[config.mk]
export PLATFORM = sky130hd
export DESIGN_NAME = ula_writeback
export DESIGN_NICKNAME = d
export VERILOG_FILES = /design/src/rtl/ula_pkg.sv /design/src/rtl/ula_wb_fifo.sv /design/src/rtl/ula_writeback.sv
export SDC_FILE = /design/constraint.sdc
export NUM_CORES = 1
export LEC_CHECK = 0
export CAP_MARGIN = 15
export CELL_PAD_IN_SITES_DETAIL_PLACEMENT = 1
export CELL_PAD_IN_SITES_GLOBAL_PLACEMENT = 2
export CORE_ASPECT_RATIO = 0.7
export CORE_UTILIZATION = 35
export DETAILED_ROUTE_END_ITERATION = 7
export PLACE_DENSITY = 0.94
export SLEW_MARGIN = 20
export SYNTH_ARGS = -nofsm -noshare
export SYNTH_HDL_FRONTEND = slang
export SYNTH_SLANG_ARGS = --single-unit
[constraint.sdc]
create_clock -name clk -period 6.98 [get_ports clk]
set_clock_uncertainty 0.05 [all_clocks]
set_input_delay 1.047 -clock clk [delete_from_list [all_inputs] [get_ports clk]]
set_output_delay 1.047 -clock clk [all_outputs]
set_load 0.005 [all_outputs]
[src/rtl/ula_pkg.sv]
// Shared types and constants for the ALU writeback stage.
// The entry widths here must match the BITS/AW parameters of ula_writeback.
package ula_pkg;

   localparam int WB_BITS = 16;
   localparam int WB_AW   = 4;

   localparam logic [1:0] FMT_ALU   = 2'b10;
   localparam logic [1:0] CLS_ARITH = 2'b00;

   localparam int FLG_O = 3;
   localparam int FLG_C = 2;
   localparam int FLG_S = 1;
   localparam int FLG_Z = 0;

   typedef struct packed {
      logic [WB_BITS-1:0] resu;
      logic               o;
      logic               c;
      logic               s;
      logic               z;
      logic [7:0]         op;
      logic               wb_en;
      logic [WB_AW-1:0]   waddr;
   } wb_entry_t;

   // Arithmetic ops commit all flags, logic ops clear O/C, constant ops leave flags alone.
   function automatic logic [3:0] commit_flags(input wb_entry_t e, input logic [3:0] cur);
      logic [3:0] nxt;
      nxt = cur;
      if (e.op[7:6] == FMT_ALU) begin
         if (e.op[4:3] == CLS_ARITH) begin
            nxt[FLG_O] = e.o;
            nxt[FLG_C] = e.c;
         end else begin
            nxt[FLG_O] = 1'b0;
            nxt[FLG_C] = 1'b0;
         end
         nxt[FLG_S] = e.s;
         nxt[FLG_Z] = e.z;
      end else begin
         nxt = cur;
      end
      return nxt;
   endfunction

endpackage

[src/rtl/ula_wb_fifo.sv]
// In-order storage for writeback entries; exposes every slot in age order
// (index 0 = head) so the forwarding scan can pick the youngest match.
module ula_wb_fifo
   import ula_pkg::*;
#(
   parameter int DEPTH = 2,
   parameter int PW    = $clog2(DEPTH)
) (
   input  logic             clk,
   input  logic             rst_n,
   input  logic             push,
   input  logic             pop,
   input  logic             flush,
   input  wb_entry_t        wr_entry,
   output logic [PW:0]      count,
   output wb_entry_t        view [DEPTH],
   output logic [DEPTH-1:0] vis
);

   localparam logic [PW-1:0] PTR_ONE = {{(PW-1){1'b0}}, 1'b1};
   localparam logic [PW:0]   CNT_ONE = {{PW{1'b0}}, 1'b1};

   wb_entry_t     mem_r [DEPTH];
   logic [PW-1:0] rd_r;
   logic [PW-1:0] wr_r;
   logic [PW:0]   count_r;

   // Pointer and occupancy bookkeeping; flush empties the buffer.
   always_ff @(posedge clk or negedge rst_n) begin
      if (!rst_n) begin
         rd_r    <= '0;
         wr_r    <= '0;
         count_r <= '0;
      end else if (flush) begin
         rd_r    <= '0;
         wr_r    <= '0;
         count_r <= '0;
      end else begin
         if (push) wr_r <= wr_r + PTR_ONE;
         if (pop)  rd_r <= rd_r + PTR_ONE;
         case ({push, pop})
            2'b10:   count_r <= count_r + CNT_ONE;
            2'b01:   count_r <= count_r - CNT_ONE;
            default: count_r <= count_r;
         endcase
      end
   end

   // Entry storage.
   always_ff @(posedge clk or negedge rst_n) begin
      if (!rst_n) begin
         for (int i = 0; i < DEPTH; i++) mem_r[i] <= '0;
      end else if (push && !flush) begin
         mem_r[wr_r] <= wr_entry;
      end
   end

   // Age-ordered view of the buffer.
   always_comb begin
      for (int k = 0; k < DEPTH; k++) begin
         view[k] = mem_r[rd_r + PW'(k)];
         vis[k]  = ((PW+1)'(k) < count_r);
      end
   end

   assign count = count_r;

endmodule

[src/rtl/ula_writeback.sv]
// ALU writeback stage: buffers results, drives the register-file write port,
// commits architectural flags at retirement and answers forwarding queries.
module ula_writeback
   import ula_pkg::*;
#(
   parameter int BITS  = 16,
   parameter int DEPTH = 2,
   parameter int AW    = 4
) (
   input  logic            clk,
   input  logic            rst_n,
   input  logic            in_valid,
   output logic            in_ready,
   input  logic [BITS-1:0] in_resu,
   input  logic            in_o,
   input  logic            in_c,
   input  logic            in_s,
   input  logic            in_z,
   input  logic [7:0]      in_op,
   input  logic            in_wb_en,
   input  logic [AW-1:0]   in_waddr,
   output logic            rf_we,
   output logic [AW-1:0]   rf_waddr,
   output logic [BITS-1:0] rf_wdata,
   input  logic            rf_grant,
   input  logic            flush,
   output logic [3:0]      flags,
   input  logic [AW-1:0]   q_addr,
   output logic            q_hit,
   output logic [BITS-1:0] q_data,
   output logic [15:0]     retire_cnt
);

   localparam int          PW      = $clog2(DEPTH);
   localparam logic [PW:0] DEPTH_C = (PW+1)'(DEPTH);

   logic [PW:0]      count_s;
   wb_entry_t        view_s [DEPTH];
   logic [DEPTH-1:0] vis_s;
   wb_entry_t        in_entry_s;
   wb_entry_t        head_s;
   logic             head_valid_s;
   logic             push_s;
   logic             retire_s;
   logic             q_hit_s;
   logic [BITS-1:0]  q_data_s;
   logic [3:0]       flags_r;
   logic [15:0]      retire_cnt_r;

   assign in_entry_s = '{resu: in_resu, o: in_o, c: in_c, s: in_s, z: in_z,
                         op: in_op, wb_en: in_wb_en, waddr: in_waddr};

   // No pass-through when full: readiness looks at occupancy only.
   assign in_ready     = (count_s < DEPTH_C);
   assign push_s       = in_valid && in_ready && !flush;
   assign head_s       = view_s[0];
   assign head_valid_s = vis_s[0];
   assign retire_s     = head_valid_s && (!head_s.wb_en || rf_grant);

   ula_wb_fifo #(.DEPTH(DEPTH), .PW(PW)) u_fifo (
      .clk      (clk),
      .rst_n    (rst_n),
      .push     (push_s),
      .pop      (retire_s),
      .flush    (flush),
      .wr_entry (in_entry_s),
      .count    (count_s),
      .view     (view_s),
      .vis      (vis_s)
   );

   assign rf_we    = head_valid_s && head_s.wb_en;
   assign rf_waddr = head_s.waddr;
   assign rf_wdata = head_s.resu;

   // Architectural flag and retirement-count update; a retire in a flush cycle still counts.
   always_ff @(posedge clk or negedge rst_n) begin
      if (!rst_n) begin
         flags_r      <= 4'b0000;
         retire_cnt_r <= 16'h0000;
      end else if (retire_s) begin
         flags_r      <= commit_flags(head_s, flags_r);
         retire_cnt_r <= retire_cnt_r + 16'h0001;
      end
   end

   assign flags      = flags_r;
   assign retire_cnt = retire_cnt_r;

   // Forwarding scan from oldest to youngest so the youngest match wins.
   always_comb begin
      q_hit_s  = 1'b0;
      q_data_s = '0;
      for (int k = 0; k < DEPTH; k++) begin
         q_hit_s  = q_hit_s | (vis_s[k] && view_s[k].wb_en && (view_s[k].waddr == q_addr));
         q_data_s = (vis_s[k] && view_s[k].wb_en && (view_s[k].waddr == q_addr))
                    ? view_s[k].resu : q_data_s;
      end
   end

   assign q_hit  = q_hit_s;
   assign q_data = q_data_s;

endmodule

==> results of run 1 <==
## power breakdown
part           leakage (uW)  internal (uW)  switching (uW)
Sequential          0.00100            682             202
Combinational       0.00107            613             377
Clock              0.000165            342             181
## kinds of logic after synthesis
group	after synthesis	synth area share
adders and majority gates	3	0.00867
AOI/OAI and AO/OA	57	0.0971
DFF	82	0.474
and+or+nand+nor	54	0.0711
muxes	87	0.226
buffers and inverters	47	0.0682
xor gates and xnor gates	27	0.0546
## critical path, cell delays in order
cell and delay [ns]:
clkdlybuf4s50_1 0.46, xor2_1 0.20, or3_4 0.41, a211oi_4 0.20
buf_4 0.37, a221oi_1 0.16, a21oi_1 0.19, clkdlybuf4s50_1 0.53
## through the flow
step                       util  cell area, um^2  hold slack, ns
after floorplan               -             4330           0.418
after global placement    0.442             5260           0.412
after detailed placement  0.443             5270           0.426
after CTS                 0.471             5600           0.437
after global routing      0.472             5610           0.472
final                     0.472             5610           0.430
## layer usage
| metal | vias to the layer above | GRT usage | wire, um | share of wire |
|---|---|---|---|---|
| met2 | 53 | 0.302 | 5260 | 0.51 |
| met1 | 1512 | 0.216 | 4610 | 0.45 |
| met5 | - | 0 | 0 | 0 |
| met4 | 0 | 0.0515 | 96 | 0.0093 |
| li1 | 1408 | - | - | - |
| met3 | 8 | 0.0377 | 329 | 0.032 |
## cell usage in the layout, fill, tap and decap left out, types with 4 or more instances in the layout
cell type / count
xnor2_1: 16
nor2_1: 11
clkbuf_16: 9
mux2_2: 74
xor2_1: 11
nand3_1: 5
o21ai_0: 4
a221oi_1: 15
dfrtp_1: 81
nand2_1: 12
clkdlybuf4s50_1: 95
a22oi_1: 14
inv_1: 5
nand4_1: 4
a21oi_1: 16
mux2i_1: 10
buf_4: 5
## worst max-delay path by stage
stage                            end  slack [ns]  cells past startpoint
after floorplan            q_data[1]        3.60                      6
after global placement     q_data[5]        2.35                      8
after detailed placement  q_data[14]        2.28                      8
after CTS                 q_data[14]        2.27                      8
after global routing       q_data[5]        2.16                      8
final                     q_data[14]        2.31                      8
## state kept, by name, summed over array words and instances, names as in the netlist
register      flops
u_fifo.count      2
u_fifo.wr_r       1
retire_cnt       16
u_fifo.rd_r       1
u_fifo.mem_r     58
flags             4
## layout make-up
type / count / share of cell area
sequential: 82 / 0.366
multi-input combinational: 228 / 0.357
timing repair buffer: 101 / 0.178
clock buffer: 12 / 0.0475
tap: 157 / 0.0350
clock inverter: 4 / 0.0129
inverter: 6 / 0.00401
==> results.py, run 1 <==
metrics = {
    "logic_synthesis": {
        "synth.most_common_cell": "dfrtp_1",
        "synth_area_um2": 4330,
        "ys.flop_type": "dfrtp_1",
        "synth_fp_nets": 402,
        "yosysSeqAreaShare": 0.474,
        "postSynthAreaPerCell_um2": 12.1,
        "synth-seq-cells": 82,
        "synthDistinctLibCells": 43,
        "synth_top_area_share": 0.474,
        "synth-edff-count": 0,
        "async_flop_share": 1.00,
        "yosys_warnings": 0,
        "synth_area_leaders": "dfrtp_1, mux2_2, buf_4, xnor2_1, a221oi_1",
        "synth_top_cell_by_area": "dfrtp_1",
        "syn_inst": 357,
        "synth_common_cells": "dfrtp_1, mux2_2, buf_4",
    },
    "layout": {
        "multiInputGateArea_um2": 2000,
        "fillers": 1226,
        "final_layout_size_suffix_gt1_frac": 0.259,
        "fin_cells": 590,
        "area_growth_syn_to_layout_pct": 29.7,
        "diodes": 0,
        "final_nets": 473,
        "seq_area_um2": 2050,
    },
    "routing": {
        "finalWirelength_um": 10300,
        "dr_total_vias": 2981,
        "avgRoutedWirePerCell_um": 17.4,
        "drt_first_pass_iters": 4,
        "ant_nets": 0,
        "viasPerCell": 5.05,
        "drt-initial-drc-count": 102,
        "drc_errors": 0,
    },
    "clock_network": {
        "clock_latency_ns": 0.33,
        "ctsHoldBuffers": 0,
        "cts_tree": "done",
        "root_buffer": "clkbuf_16",
        "cts_buffers": 9,
        "cts_buffer_depth": 2,
        "cts_setup_buffers": 0,
        "ctsResizeCount": 0,
        "cts_sinks": 82,
        "clkTransAtPathRegs_ns": 0.06,
        "ctsHtreeMaxLevel": 3,
    },
    "timing": {
        "hold_viol": 0,
        "postLayoutSetupSlackWorst_ns": 2.31,
        "report.final.setup_viol": 0,
        "fmax_ghz": 0.214,
        "setup_tns_ns": 0,
        "timing.slew.headroom": 0.482,
        "fin_crit_sh": 0.670,
        "min_period_ns": 4.67,
        "rsz0062_at_grt": "false",
        "slew_viol_final": 0,
        "worst_slew_pin_slew_ns": 0.776,
    },
    "placed_design": {
        "dpl_worst_slack_ns": 2.28,
        "dp_cells": 574,
        "gp_congestion": 0.708,
        "port_buffers": 96,
        "hpwl_um": 7140,
    },
    "global_route": {
        "grt_max_degree": 83,
        "grt_pass1_wl_um": 16800,
        "grt.overflow.total": 0,
        "antenna_found_initial": 0,
        "grt_usage": 0.173,
        "grt_pass1_vias": 3243,
    },
    "min_path": {
        "hold_class": "reg2reg",
        "hold_start": "retire_cnt[15]",
        "hold_end": "retire_cnt[15]",
        "holdPathStages": 1,
    },
    "worst_setup_path": {
        "startpoint": "q_addr[1]",
        "r2r_setup_slack_ns": 4.48,
        "cp.arrival_ns": 3.58,
        "reg2reg_from": "u_fifo.rd_r",
        "timing_worst_setup_path_type": "in2out",
        "end_kind": "output pin",
        "required_ns": 5.88,
        "reg2reg_depth": 6,
        "critPathLaunchType": "primary input",
        "rr_endpoint": "retire_cnt[15]",
        "cp_max_fo": 31,
    },
    "run": {
        "maxCapViolCount": 0,
    },
    "die": {
        "num_rows": 33,
        "die_area_um2": 12800,
        "ioPinCount": 101,
        "die_w_um": 135,
        "start_util": 0.364,
        "die_h_um": 95.0,
        "core-area_um2": 11900,
    },
    "pwr": {
        "ir_worst_vdd_uv": 164,
        "power_uw": 2400,
        "powerDensity_nw_per_um2": 427,
        "p_leak_uw": 0.00224,
    },
    "outcome": {
        "status": "completed",
    },
}
Note: power is estimated with default switching activity, not from simulation.
==> run 2, diff against run 1 <==
Settings changed: CORE_UTILIZATION 35 to 30, PLACE_DENSITY 0.94 to 0.86.
Clock period 6.98 ns to 3.7 ns, I/O delays scaled along.
==> run 2 against run 1 <==
Cell area grew 2.6%. Global-route usage shrank 2.5 points. Die area grew 16%. Highest routed layer unchanged. Clock-buffer cell count shrank 1. Worst hold slack lost 0.21 ns. Clock power grew 67%. Sequential power grew 85%.
==> results.py, run 2 (synthesized netlist as in run 1, its figures left out) <==
metrics = {
    "timing": {
        "min_period_ns": 3.29,
        "report.final.setup_viol": 0,
        "fmax_ghz": 0.304,
        "rsz0062_at_grt": "false",
        "worst_slew_pin_slew_ns": 0.743,
        "timing.slew.headroom": 0.505,
        "holdWs_ns": 0.218,
        "postLayoutSetupSlackWorst_ns": 0.407,
        "fin_crit_sh": 0.890,
        "hold_viol": 0,
        "setup_tns_ns": 0,
        "slew_viol_final": 0,
    },
    "clock_network": {
        "ctsHoldBuffers": 0,
        "cts_sinks": 82,
        "clock_latency_ns": 0.33,
        "cts_tree": "done",
        "root_buffer": "clkbuf_16",
        "cts_buffers": 9,
        "clkTransAtPathRegs_ns": 0.06,
        "ctsHtreeMaxLevel": 3,
        "cts_buffer_depth": 2,
    },
    "layout": {
        "fin_util": 0.411,
        "max_flop_register": "u_fifo.mem_r",
        "layout_commonest_cell": "dfrtp_1",
        "diodes": 0,
        "layout_common_cells": "dfrtp_1, clkdlybuf4s50_1, mux2_2",
        "final_layout_size_suffix_gt1_frac": 0.274,
        "largest_register_ffs": 58,
        "area_growth_syn_to_layout_pct": 33.1,
        "final_nets": 483,
    },
    "die": {
        "num_rows": 36,
        "start_util": 0.309,
        "ioPinCount": 101,
        "die_area_um2": 14900,
        "die_w_um": 146,
        "die_h_um": 102,
        "core-area_um2": 14000,
    },
    "global_route": {
        "grt.overflow.total": 0,
        "grt_pass1_wl_um": 17100,
        "antenna_found_initial": 0,
        "grt_max_degree": 83,
        "grt_pass1_vias": 3191,
        "grt_usage": 0.148,
    },
    "worst_setup_path": {
        "reg2reg_from": "u_fifo.rd_r",
        "required_ns": 3.09,
        "timing_worst_setup_path_type": "reg2out",
        "reg2reg_depth": 7,
        "cp.arrival_ns": 2.69,
        "worst-path-stages": 9,
        "path_cells": "mux2_4 -> xor2_1 -> or3_4 -> a211oi_4 -> buf_6 -> clkbuf_16 -> a22oi_1 -> a21oi_1 -> dlymetal6s2s_1",
        "cp_max_fo": 15,
        "critPathLaunchType": "flop",
        "end_kind": "output pin",
        "rr_endpoint": "retire_cnt[15]",
        "critPathSlowestCell": "dfrtp_4",
        "crit_path_max_incr_delay_ns": 0.55,
        "r2r_setup_slack_ns": 1.39,
        "crit_buf_inv": 3,
        "cp_top_family": "flip-flops",
    },
    "routing": {
        "viasPerCell": 4.85,
        "ant_nets": 0,
        "drc_errors": 0,
        "wl_met2_um": 5160,
        "m1WireLength_um": 5150,
        "top_layer_used": "met4",
        "finalWirelength_um": 10800,
        "avgRoutedWirePerCell_um": 17.2,
        "drt_first_pass_iters": 4,
        "dr_total_vias": 3068,
        "route.met3.wl_um": 403,
        "drt-initial-drc-count": 83,
    },
    "run": {
        "maxCapViolCount": 0,
    },
    "pwr": {
        "ir_worst_vdd_uv": 235,
        "power_uw": 4440,
        "powerDensity_nw_per_um2": 771,
        "p_leak_uw": 0.00252,
    },
    "placed_design": {
        "dpl_worst_slack_ns": 0.171,
        "gp_congestion": 0.744,
        "hpwl_um": 7240,
        "port_buffers": 96,
    },
    "min_path": {
        "hold_class": "in2async",
    },
    "outcome": {
        "status": "completed",
    },
}
[run 2: changes by cell type in the layout (fill, tap and decap cells not counted), sizes merged]
cell | before | now
clkdlybuf4s50 | 95 | 79
dlymetal6s2s | 0 | 16
buf | 6 | 15
bufinv | 2 | 1
clkinvlp | 1 | 2
[run 2: through the flow]
step	instance area [um^2]	instances
6_report	5760	632
5_1_grt	5760	632
4_1_cts	5650	628
3_5_place_dp	5340	611
3_3_place_gp	5340	611
2_1_floorplan	4330	357
[run 2: where the power goes]
part	internal (uW)	switching [uW]	total, uW
Combinational	1190	750	1940
Clock	520	350	870
Sequential	1290	339	1630
[run 2: layout make-up]
| type | count | area (um^2) |
|---|---|---|
| clock buffers | 11 | 233 |
| clock inverters | 4 | 53.8 |
| fillers | 1489 | 8250 |
| inverters | 6 | 22.5 |
| multi-input cells | 228 | 2000 |
| flip-flops and latches | 82 | 2060 |
| well taps | 190 | 238 |
| repair buffers | 111 | 1160 |
[run 2: worst max path at each step]
| stage | slack, ns | endpoint | startpoint |
|---|---|---|---|
| after floorplan | 1.08 | q_data[1] | u_fifo.rd_r |
| after global placement | 0.19 | q_data[11] | q_addr[1] |
| after detailed placement | 0.17 | q_data[9] | q_addr[1] |
| after CTS | 0.01 | q_data[9] | u_fifo.rd_r |
| after global routing | 0.19 | q_hit | u_fifo.rd_r |
| final | 0.41 | q_data[12] | u_fifo.rd_r |
[run 2: metal layers]
metal,vias to the layer above,GRT usage
met1,1567,0.192
met5,-,0
met4,0,0.0526
met3,10,0.0372
li1,1431,-
met2,60,0.242
[run 2: worst reg2reg max path: stages, from the launching register on]
cell and delay, ns:
dfrtp_4 0.55, buf_6 0.17, mux2i_1 0.18, o21ba_2 0.35, and4_1 0.32, and2_1 0.30, nand4_1 0.15, xnor2_1 0.14
[run 2: repair_timing]
item	in CTS	in global routing
endpoints found under the hold margin	0	0
cloned	0	1
buffers inserted	2	3
pin swaps	0	1
endpoints found under the setup margin	16	16
gates resized for setup	1	21
==> run 3, diff against run 2 <==
Settings changed: ABC_CLOCK_PERIOD_IN_PS from default to 3700, HOLD_SLACK_MARGIN from default to 0.1.
==> results of run 3 <==
No change in the layout: final DEF, timing and power equal those of run 2.
